## src/rtl/pipeline_hazard_ctrl.sv

```systemverilog
// Stall/flush sequencer for the 5-stage pipeline: load-use stalls, taken-branch flushes,
// data-memory wait states, saturating perf counters and a sticky memory-timeout flag.
module pipeline_hazard_ctrl #(
  parameter int REG_NUM_BITWIDTH = 5,
  parameter int CNT_BITWIDTH     = 16,
  parameter int MEM_TIMEOUT      = 64
) (
  input  logic                        clk,
  input  logic                        rst_n,
  input  logic [REG_NUM_BITWIDTH-1:0] id_rs1,
  input  logic [REG_NUM_BITWIDTH-1:0] id_rs2,
  input  logic                        id_useRs1,
  input  logic                        id_useRs2,
  input  logic                        ex_memRead,
  input  logic [REG_NUM_BITWIDTH-1:0] ex_regToWrite,
  input  logic                        PCSrc,
  input  logic                        mem_memRead,
  input  logic                        mem_memWrite,
  input  logic                        dmem_ready,
  output logic                        pc_write,
  output logic                        pc_sel_branch,
  output logic                        if_id_write,
  output logic                        id_ex_write,
  output logic                        ex_mem_write,
  output logic                        if_id_flush,
  output logic                        id_ex_flush,
  output logic                        ex_mem_flush,
  output logic                        mem_wb_bubble,
  output logic [1:0]                  state,
  output logic [CNT_BITWIDTH-1:0]     stall_cnt,
  output logic [CNT_BITWIDTH-1:0]     flush_cnt,
  output logic                        mem_timeout
);

  typedef enum logic [1:0] {
    RUN      = 2'd0,
    FLUSH    = 2'd1,
    MEM_WAIT = 2'd2
  } state_t;

  localparam int WAIT_W = $clog2(MEM_TIMEOUT + 1);

  state_t            cur, nxt;
  logic [WAIT_W-1:0] wait_cnt, wait_nxt;
  logic              memwait, hazard, stall_mem, flush_evt, timeout_hit;

  assign state   = cur;
  assign memwait = (mem_memRead | mem_memWrite) & ~dmem_ready;
  assign hazard  = ex_memRead & (ex_regToWrite != '0) &
                   ((id_useRs1 & (id_rs1 == ex_regToWrite)) |
                    (id_useRs2 & (id_rs2 == ex_regToWrite)));

  always_comb begin
    pc_write      = 1'b1;
    pc_sel_branch = 1'b0;
    if_id_write   = 1'b1;
    id_ex_write   = 1'b1;
    ex_mem_write  = 1'b1;
    if_id_flush   = 1'b0;
    id_ex_flush   = 1'b0;
    ex_mem_flush  = 1'b0;
    mem_wb_bubble = 1'b0;
    nxt           = cur;
    wait_nxt      = wait_cnt;
    stall_mem     = 1'b0;
    flush_evt     = 1'b0;
    timeout_hit   = 1'b0;

    case (cur)
      RUN: begin
        if (memwait) begin
          stall_mem = 1'b1;
          wait_nxt  = WAIT_W'(1);
          nxt       = MEM_WAIT;
        end else if (PCSrc) begin
          pc_sel_branch = 1'b1;
          if_id_flush   = 1'b1;
          id_ex_flush   = 1'b1;
          ex_mem_flush  = 1'b1;
          flush_evt     = 1'b1;
          nxt           = FLUSH;
        end else if (hazard) begin
          pc_write    = 1'b0;
          if_id_write = 1'b0;
          id_ex_flush = 1'b1;
        end
      end
      FLUSH: begin
        if (memwait) begin
          stall_mem = 1'b1;
          wait_nxt  = WAIT_W'(1);
          nxt       = MEM_WAIT;
        end else begin
          nxt = RUN;
        end
      end
      MEM_WAIT: begin
        if (!dmem_ready) begin
          stall_mem = 1'b1;
          wait_nxt  = wait_cnt + WAIT_W'(1);
        end else begin
          wait_nxt = '0;
          nxt      = RUN;
        end
      end
      default: nxt = RUN;
    endcase

    // The cycle that brings the wait count up to the limit is the last stalled one.
    if (stall_mem && (wait_nxt >= WAIT_W'(MEM_TIMEOUT))) begin
      timeout_hit = 1'b1;
      wait_nxt    = '0;
      nxt         = RUN;
    end

    if (stall_mem) begin
      pc_write      = 1'b0;
      if_id_write   = 1'b0;
      id_ex_write   = 1'b0;
      ex_mem_write  = 1'b0;
      mem_wb_bubble = 1'b1;
    end

    if (!rst_n) begin
      pc_write      = 1'b1;
      pc_sel_branch = 1'b0;
      if_id_write   = 1'b1;
      id_ex_write   = 1'b1;
      ex_mem_write  = 1'b1;
      if_id_flush   = 1'b0;
      id_ex_flush   = 1'b0;
      ex_mem_flush  = 1'b0;
      mem_wb_bubble = 1'b0;
    end
  end

  always_ff @(posedge clk or negedge rst_n) begin
    if (!rst_n) begin
      cur         <= RUN;
      wait_cnt    <= '0;
      stall_cnt   <= '0;
      flush_cnt   <= '0;
      mem_timeout <= 1'b0;
    end else begin
      cur      <= nxt;
      wait_cnt <= wait_nxt;
      if (!pc_write && (stall_cnt != '1))
        stall_cnt <= stall_cnt + 1'b1;
      if (flush_evt && (flush_cnt != '1))
        flush_cnt <= flush_cnt + 1'b1;
      if (timeout_hit)
        mem_timeout <= 1'b1;
    end
  end

endmodule

```

## config.mk

```make
export PLATFORM = sky130hd
export DESIGN_NAME = pipeline_hazard_ctrl
export DESIGN_NICKNAME = d
export VERILOG_FILES = /design/src/rtl/pipeline_hazard_ctrl.sv
export SDC_FILE = /design/constraint.sdc
export NUM_CORES = 1
export LEC_CHECK = 0
export ABC_AREA = 1
export CAP_MARGIN = 20
export CORE_MARGIN = 2
export CORE_UTILIZATION = 55
export CTS_BUF_LIST = sky130_fd_sc_hd__clkbuf_8
export DETAILED_ROUTE_END_ITERATION = 12
export DONT_BUFFER_PORTS = 1
export GPL_TIMING_DRIVEN = 0
export PLACE_DENSITY = 0.78
export RECOVER_POWER = 25
export SETUP_SLACK_MARGIN = 0.05
export SYNTH_ARGS = -nofsm -noshare
export SYNTH_HDL_FRONTEND = slang
export SYNTH_SLANG_ARGS = --single-unit
```

## constraint.sdc

```tcl
create_clock -name clk -period 2.21 [get_ports clk]
set_input_delay 0.442 -clock clk [delete_from_list [all_inputs] [get_ports clk]]
set_output_delay 0.442 -clock clk [all_outputs]
set_load 0.03 [all_outputs]
```

Yosys cells after proc, flatten, opt, wreduce, memory -nomap -nowiden
Cells that the tools add are included.
{ "totals": {"register_bits": 42, "inputBits": 24, "output_inout_bits": 44, "elab_cells": 66} }
{ "op_classes": {"n_addsub": 3, "n_lt_le_gt_ge": 1, "n_eq_ne": 8, "mux": 33, "n_bitwise": 8, "n_reduce_logical": 8} }
{ "ops": {"columns": ["op", "count"], "rows": [
  ["adder 16 x 1 -> 16 bit, second input constant", 2],
  ["!= test 16 bit, second input constant", 2],
  ["two-way mux 1 bit", 22],
  ["two-way mux 7 bit", 3],
  ["one-hot mux 7 bit (2 select lines)", 1],
  ["== test 5 bit", 2],
  ["two-way mux 2 bit", 5],
  ["adder 7 x 1 -> 7 bit, second input constant", 1],
  [">= comparator 7 bit, second input constant", 1],
  ["one-hot mux 2 bit (3 select lines)", 1],
  ["AND 1 bit", 5],
  ["nonzero test 5 bit", 1],
  ["!= test 4 bit, second input constant", 1],
  ["logical AND 1 bit", 3],
  ["!= test 3 bit, second input constant", 1],
  ["== test 2 x 1 -> 1 bit, second input constant", 1],
  ["== test 2 bit, second input constant", 1],
  ["zero test 2 bit", 1],
  ["bitwise OR 1 bit", 2],
  ["one-hot mux 1 bit (2 select lines)", 1],
  ["AND reduction 2 bit", 1],
  ["OR reduction 2 bit", 1],
  ["zero test 1 bit", 1],
  ["NOT 1 bit", 1]
]} }

Longest topological paths before layout
Gate-level depths: netlist of the first run.
{ "depth": {"depth_word": 12, "ltp_mapped": 12, "depth_no_buf": 11} }

Least setup slack after synthesis of the first run
Ideal clock, no wire load.
{ "synth_timing": {"path_type": "register -> output", "from": "reg cur[1], in the netlist state[1]", "to": "out pc_write", "arrival_time_ps": 1742, "required_ps": 1768, "path_slack_ps": 26, "stages_incl_launch_ff": 10, "n_path_buf": 2, "path_cell_list": "dfrtp_1 > inv_2 > nor2_2 > nand2_2 > nand2_2 > nand2_2 > nand2_4 > buf_6 > inv_1 > buf_4"} }
{ "synth_via": {"elab_chain_len": 5, "elab_cells_between_ends": 8, "classes_between": "eq/ne: 2; mux: 4; reduce/logical: 2"} }
{ "synth_rtl": {"columns": ["item", "line", "text"], "rows": [
  ["start: declaration", "43", "state_t cur, nxt;"],
  ["start signal: assignment", "145", "cur <= nxt;"],
  ["== test 2 x 1 -> 1 bit / zero test 2 bit (equally long branches)", null, null],
  ["OR reduction 2 bit (no source line)", null, null],
  ["one-hot mux 1 bit (2 select lines)", "69", "case (cur)"],
  ["two-way mux 1 bit (*) (2 in series)", null, null],
  ["end: declaration", "20", "output logic pc_write,"]
]} }
Every way passes the cells marked *; elsewhere a longest branch is shown, timed or not.

Worst setup path after layout of the first run
Same ends and word-level chain as after synthesis.

==> results of run 1 <==
[synth_stat cells, drive strengths merged, types with 2 or more instances]
master  count
ha          3
nand2     131
buf         8
xor2       15
nand4       6
nor2       32
o21ai      10
nor3       12
or2         2
a21oi       5
nand3      30
o22ai       2
xnor2      13
inv        44
dfrtp      42
[registers in the layout (all words and copies together) (netlist names)]
name / count
wait_cnt: 7
stall_cnt: 16
mem_timeout: 1
flush_cnt: 16
state: 2
[metrics by stage]
stage                     std cells  utilization, %
after floorplan                 363               -
after detailed placement        430            58.8
final                           443            63.3
after global routing            443            63.3
after CTS                       443            63.4
after global placement          430            58.8
[worst min path at each step]
stage | startpoint | end | slack (ns)
finish | PCSrc | state[0]$_DFFE_PN0P_ | 0.49
global route | PCSrc | state[0]$_DFFE_PN0P_ | 0.50
CTS | PCSrc | state[0]$_DFFE_PN0P_ | 0.49
detailed placement | rst_n | mem_timeout$_DFFE_PN0P_ | 0.15
global placement | rst_n | stall_cnt[0]$_DFFE_PN0P_ | 0.15
floorplan | rst_n | flush_cnt[0]$_DFFE_PN0P_ | 0.15
[logic make-up (layout without fill, tap and decap cells)]
group,count (synthesis),after routing
adder cells (fa/ha/maj),3,3
buffers and inverters,53,66
flip-flops,42,42
XOR/XNOR,28,28
AND/OR/NAND/NOR,216,216
AO/OA/AOI/OAI,21,21
[area by class of cell]
cell class	instances	area, um2
clock inverter	2	60.1
clock buffer	6	82.6
timing repair buffer	6	45.0
inverter	45	174
sequential	42	1050
buffer	7	61.3
fill	410	1730
tap	67	83.8
multi-input combinational	268	1430
[power breakdown]
part	internal, mW	leakage (nW)	switching (mW)
combinational	0.198	0.911	0.297
sequential	0.886	0.555	0.390
clock	0.482	0.0714	0.258
total	1.57	1.54	0.945
[worst max-delay path, delay by kind of cell (launching register included)]
family        cells  cell delay (ns)
simple gates      5             0.64
flops             1             0.52
buf+inv           2             0.38
[metal layers]
| layer | vias up | share of wire [%] |
|---|---|---|
| li1 | 1159 | - |
| met1 | 1070 | 43 |
| met2 | 75 | 49 |
| met3 | 13 | 5.9 |
| met4 | 0 | 1.9 |
| met5 | - | 0 |
[timing repair]
item                                   in CTS  in global routing
hold buffers                                2                  0
setup endpoints to repair                   6                  7
setup buffers                               3                  1
endpoints found under the hold margin      42                  0
pin swaps                                   4                  4
gates resized for setup                     6                  4
==> flow_summary.yaml, run 1 <==
logic_synthesis:
  portion_of_the_post_synthesis_area_used_by_sequential_elements_pct: 39.1
  ys.flop_type: "sky130_fd_sc_hd__dfrtp_1"
  ys_types: 37
  total_of_flip_flops_plus_latches_after_synthesis: 42
  syn-mean-instance-area_um2: 7.40
  post_synth_and_or_nand_nor_area_fraction_pct: 36.1
  synth-xor-area-share_pct: 9.13
  syn-instance-count: 363
  synth_top_cells_by_area: "sky130_fd_sc_hd__dfrtp_1 (39%), sky130_fd_sc_hd__nand2_1 (18%), sky130_fd_sc_hd__inv_1 (5.6%)"
  synth_compound_area_share_pct: 5.31
  synth_edf_count: 0
  synth_mux_area_share_pct: 0
  syn_area_um2: 2690
  synth.yosys.warnings: 0
  synth_largest_type_area_fraction_pct: 39.1
  ys_async_sr_fraction_pct: 100
  cell_accounting_for_the_most_synthesized_area: "sky130_fd_sc_hd__dfrtp_1"
  synth_fa_ha_area_share_pct: 1.40
  synthesis.nets: 390
  main_combinational_cell_family_by_area_after_synthesis: "simple AND/OR/NAND/NOR gates"
clock_tree:
  clock_sinks: 42
  clock_insertion_delay_worst_skew_ns: 0.30
  cts.path.max_buffers: 2
  cts_clk_pin_slew_worst_paths_ns: 0.08
  cts-htree-levels: 2
  clock_tree_from_tritoncts: "yes"
  buffer_type_at_the_clock_tree_root: "sky130_fd_sc_hd__clkbuf_8"
  cts_inserted_buffers: 5
detailed_routing:
  drt-initial-drc-count: 127
  num_vias: 2317
  wl_per_cell_um: 12.5
  drt.antenna.violating_nets: 0
  residual_drc_count: 0
  drt_first_pass_iters: 4
  final_wirelength_um: 5550
  avgViaCountPerCell: 5.23
floorplan:
  num_rows: 25
  start_util_pct: 56.9
  core_area_um2: 4720
  fp.dieArea_um2: 5460
  width_of_the_chip_um: 73.9
  ioPinCount: 68
  die_y_um: 73.9
global_route:
  met1_grt_util_pct: 27.1
  global_route.peak_usage_layer: "met2"
  grt_max_degree: 43
  first_pass_grt_wire_length_um: 9520
  number_of_antenna_violations_at_the_first_check_in_global_routing: 0
  first_global_vias: 2257
  grt.overflow.total: 0
  grt_use_total_pct: 22.3
  groute.layer.met2.usage_pct: 36.6
  gr-usage-met3_pct: 7.54
placed_design:
  gp_congestion: 0.862
  dpl_cell_area_um2: 2780
  port-buffer-count: 0
  detailed_place_hpwl_um: 4050
  placement.setup.worst_slack_ns: -0.0678
setup_path:
  arrival_time_of_the_worst_setup_path_ns: 1.86
  worstSetupEndpointType: "primary output"
  reg2reg_slack_ns: 0.29
  cp-endpoint: "pc_write"
  worst-r2r-cell-count: 7
  ordered_cell_list_for_the_critical_path: "nor2_4 -> nand2_2 -> nor3_4 -> nand3_2 -> nand2_4 -> clkinvlp_4 -> buf_6"
  slowest_delay_ns: 0.52
  worst-setup-path-type: "reg -> out"
  crit-reg2reg-capture: "stall_cnt[13]$_DFFE_PN0P_"
  required_ns: 1.77
  crit_path_start_kind: "register"
  worstPathMaxFanout: 6
  crit-reg2reg-launch: "stall_cnt[0]$_DFFE_PN0P_"
  slowest_stage_cell_cp: "sky130_fd_sc_hd__dfrtp_2"
  setup.worst_path.start: "state[1]$_DFFE_PN0P_"
power_and_ir_drop:
  p_leak_nw: 1.54
  finalPower_mw: 2.51
  worst_supply_voltage_drop_on_vdd_mv: 0.542
  power.density_cell_area_nw_per_um2: 840
layout:
  area.growth.synth_to_final_pct: 11.3
  drive_above_1_share_pct: 14.1
  most_frequent_standard_cell_in_the_layout_excluding_fill_and_tap_cells: "sky130_fd_sc_hd__nand2_1"
  nNetsFinal: 402
  antenna_cells: 0
  final_design_area_no_fill_um2: 2990
  layout_common_cells: "sky130_fd_sc_hd__nand2_1 (125), sky130_fd_sc_hd__inv_1 (39), sky130_fd_sc_hd__dfrtp_1 (39), sky130_fd_sc_hd__nand3_1 (29), sky130_fd_sc_hd__nor2_1 (26)"
sta:
  report.final.slew_viol_count: 0
  final.setup_skew_ns: 0.00853
  layout_min_cycle_time_ns: 2.30
  finalHoldWorstSlack_ns: 0.494
  post-route-period-util_pct: 104
  finalSetupViolCount: 4
  max-slew-margin-rel_pct: 33.5
  worst_pin_slew_ns: 0.998
  rsz_0062_raised_after_global_routing: "yes"
  final.setup.tns_ns: -0.282
  hold_viol: 0
  max_clock_freq_mhz: 434
  post-route-worst-setup-slack_ns: -0.0925
hold_path:
  worstHoldPathType: "in -> reg"
  min_path_cells: 2
job:
  max_cap_viol_count: 0
outcome:
  outcome: "finished, violations left"
  violations: "setup timing"
No activity file was read; power rests on OpenSTA's default activity.
==> inputs of run 2 (changes only) <==
Settings changed: ABC_AREA 1 to not set.
==> run 2 against run 1 <==
First-iteration DRC count is 61% lower. The run still ends with setup timing left. Synthesized cell count down 40%. Worst hold slack got worse by 0.29 ns. Critical endpoint is now id_ex_write. Wire length fell by 17%. Die area is 16% lower. Register-to-register slack lost 0.18 ns. Utilization up 2.2 points. Power decreased by 14%. Via count down 29%.
==> flow_summary.yaml, run 2 <==
outcome:
  outcome: "finished, violations left"
  violations: "setup timing"
setup_path:
  crit-reg2reg-launch: "state[1]$_DFFE_PN0P_"
  required_ns: 1.77
  worst-setup-path-type: "reg -> out"
  worstSetupEndpointType: "primary output"
  arrival_time_of_the_worst_setup_path_ns: 1.79
  crit-reg2reg-capture: "stall_cnt[5]$_DFFE_PN0P_"
  crit_path_start_kind: "register"
  setup.worst_path.start: "state[0]$_DFFE_PN0P_"
  reg2reg_slack_ns: 0.11
  worstPathMaxFanout: 3
  cp-endpoint: "id_ex_write"
  worst-r2r-cell-count: 8
floorplan:
  fp.dieArea_um2: 4590
  core_area_um2: 3940
  ioPinCount: 68
  num_rows: 23
  width_of_the_chip_um: 67.7
  die_y_um: 67.7
  start_util_pct: 56.6
detailed_routing:
  wl_per_cell_um: 16.2
  num_vias: 1656
  residual_drc_count: 0
  final_wirelength_um: 4600
  drt_first_pass_iters: 4
  avgViaCountPerCell: 5.83
  drt.antenna.violating_nets: 0
  drt-initial-drc-count: 49
global_route:
  first_global_vias: 1584
  grt_use_total_pct: 20.8
  number_of_antenna_violations_at_the_first_check_in_global_routing: 0
  grt_max_degree: 43
  grt.overflow.total: 0
  first_pass_grt_wire_length_um: 7020
placed_design:
  dp.cells: 269
  placement.setup.worst_slack_ns: -0.163
  gp_congestion: 0.775
  dpl_cell_area_um2: 2310
  detailed_place_hpwl_um: 3180
  port-buffer-count: 0
sta:
  finalSetupViolCount: 2
  rsz_0062_raised_after_global_routing: "yes"
  max_clock_freq_mhz: 448
  post-route-period-util_pct: 101
  report.final.slew_viol_count: 0
  post-route-worst-setup-slack_ns: -0.0245
  layout_min_cycle_time_ns: 2.23
  hold_viol: 0
  worst_pin_slew_ns: 0.978
  max-slew-margin-rel_pct: 34.8
  finalHoldWorstSlack_ns: 0.206
  final.setup_skew_ns: 0.0117
  final.setup.tns_ns: -0.0466
clock_tree:
  cts_inserted_buffers: 5
  buffer_type_at_the_clock_tree_root: "sky130_fd_sc_hd__clkbuf_8"
  clock_insertion_delay_worst_skew_ns: 0.29
  clock_sinks: 42
  cts.path.max_buffers: 2
  cts-htree-levels: 2
  cts_clk_pin_slew_worst_paths_ns: 0.07
  clock_tree_from_tritoncts: "yes"
layout:
  area.growth.synth_to_final_pct: 15.5
  final_design_area_no_fill_um2: 2580
  layout_top_registers: "flush_cnt x16, stall_cnt x16, wait_cnt x7"
  instances_no_fill: 284
  fill_cells: 315
  nNetsFinal: 260
  layout_common_cells: "sky130_fd_sc_hd__xor2_1 (21), sky130_fd_sc_hd__dfrtp_2 (21), sky130_fd_sc_hd__dfrtp_1 (21), sky130_fd_sc_hd__nor2_1 (20), sky130_fd_sc_hd__nand2_1 (18)"
  drive_above_1_share_pct: 28.2
  antenna_cells: 0
  postLayoutCoreUtil_pct: 65.4
power_and_ir_drop:
  p_leak_nw: 1.12
  finalPower_mw: 2.16
  power.density_cell_area_nw_per_um2: 837
  worst_supply_voltage_drop_on_vdd_mv: 0.752
hold_path:
  worstHoldPathType: "in -> reg"
  worstHoldStart: "dmem_ready"
logic_synthesis:
  ys.flop_type: "sky130_fd_sc_hd__dfrtp_1"
  synth_edf_count: 0
  ys_types: 44
  cell_accounting_for_the_most_synthesized_area: "sky130_fd_sc_hd__dfrtp_1"
  netlist_top_cells_count: "sky130_fd_sc_hd__dfrtp_1 (42), sky130_fd_sc_hd__nor2_1 (24), sky130_fd_sc_hd__xor2_1 (21)"
  total_of_flip_flops_plus_latches_after_synthesis: 42
  syn_area_um2: 2230
  synth.yosys.warnings: 0
  synthMostInstantiatedCell: "sky130_fd_sc_hd__dfrtp_1"
  syn-instance-count: 219
  synth_top_cells_by_area: "sky130_fd_sc_hd__dfrtp_1 (47%), sky130_fd_sc_hd__xor2_1 (8.2%), sky130_fd_sc_hd__xnor2_1 (6.7%)"
  portion_of_the_post_synthesis_area_used_by_sequential_elements_pct: 47.1
  syn-mean-instance-area_um2: 10.2
  ys_async_sr_fraction_pct: 100
  synthesis.nets: 246
  synth_largest_type_area_fraction_pct: 47.1
job:
  max_cap_viol_count: 0
[run 2: worst min path at each step]
stage / endpoint / slack (ns) / cells after the start
after global placement: flush_cnt[10]$_DFFE_PN0P_ / 0.15 / 0
after detailed placement: flush_cnt[10]$_DFFE_PN0P_ / 0.15 / 0
after CTS: state[1]$_DFFE_PN0P_ / 0.20 / 1
after global routing: state[1]$_DFFE_PN0P_ / 0.19 / 1
final: state[1]$_DFFE_PN0P_ / 0.21 / 1
after floorplan: flush_cnt[0]$_DFFE_PN0P_ / 0.15 / 0
[run 2: cell type report]
type / instances / area (um2) / area share (%)
repair buffers: 7 / 70.1 / 2.72
plain buffers: 6 / 62.6 / 2.42
flip-flops and latches: 42 / 1080 / 41.8
inverters: 5 / 18.8 / 0.727
multi-input cells: 166 / 1180 / 45.7
clock buffers: 8 / 110 / 4.27
well taps: 50 / 62.6 / 2.42
[run 2: per-layer routing]
layer,track usage [%],part of all wire [%],up-vias
li1,-,-,793
met2,33.5,51,49
met5,0,0,-
met4,8.16,0.98,0
met1,26.5,42,809
met3,5.83,6.3,5
[run 2: logic make-up after synthesis]
kind of cell / after synthesis / share of synthesized area, %
AO/OA/AOI/OAI: 23 / 7.79
flip-flops: 42 / 47.1
multiplexers: 2 / 1.34
XOR/XNOR: 38 / 14.9
AND/OR/NAND/NOR: 100 / 24.3
adder cells (fa/ha/maj): 3 / 1.68
buffers and inverters: 11 / 2.91
[run 2: worst max-delay path, stage by stage, from the launching register on]
cell	delay [ns]
sky130_fd_sc_hd__dfrtp_2	0.50
sky130_fd_sc_hd__nand2b_4	0.17
sky130_fd_sc_hd__o21ai_2	0.06
sky130_fd_sc_hd__and3b_2	0.34
sky130_fd_sc_hd__inv_1	0.22
sky130_fd_sc_hd__buf_4	0.22
[run 2: where the power goes]
part	internal, mW	switching [mW]	total (mW)
Sequential	0.892	0.366	1.26
Combinational	0.168	0.167	0.335
Clock	0.315	0.252	0.568
Total	1.38	0.785	2.16
[run 2: what timing repair did]
action                                  CTS  global route
resized for setup                         8            27
pin swaps                                 1             1
endpoints found under the hold margin    42             0
setup buffers                             2             2
hold buffers                              2             0
endpoints found under the setup margin   20            23
cloned                                    0             1
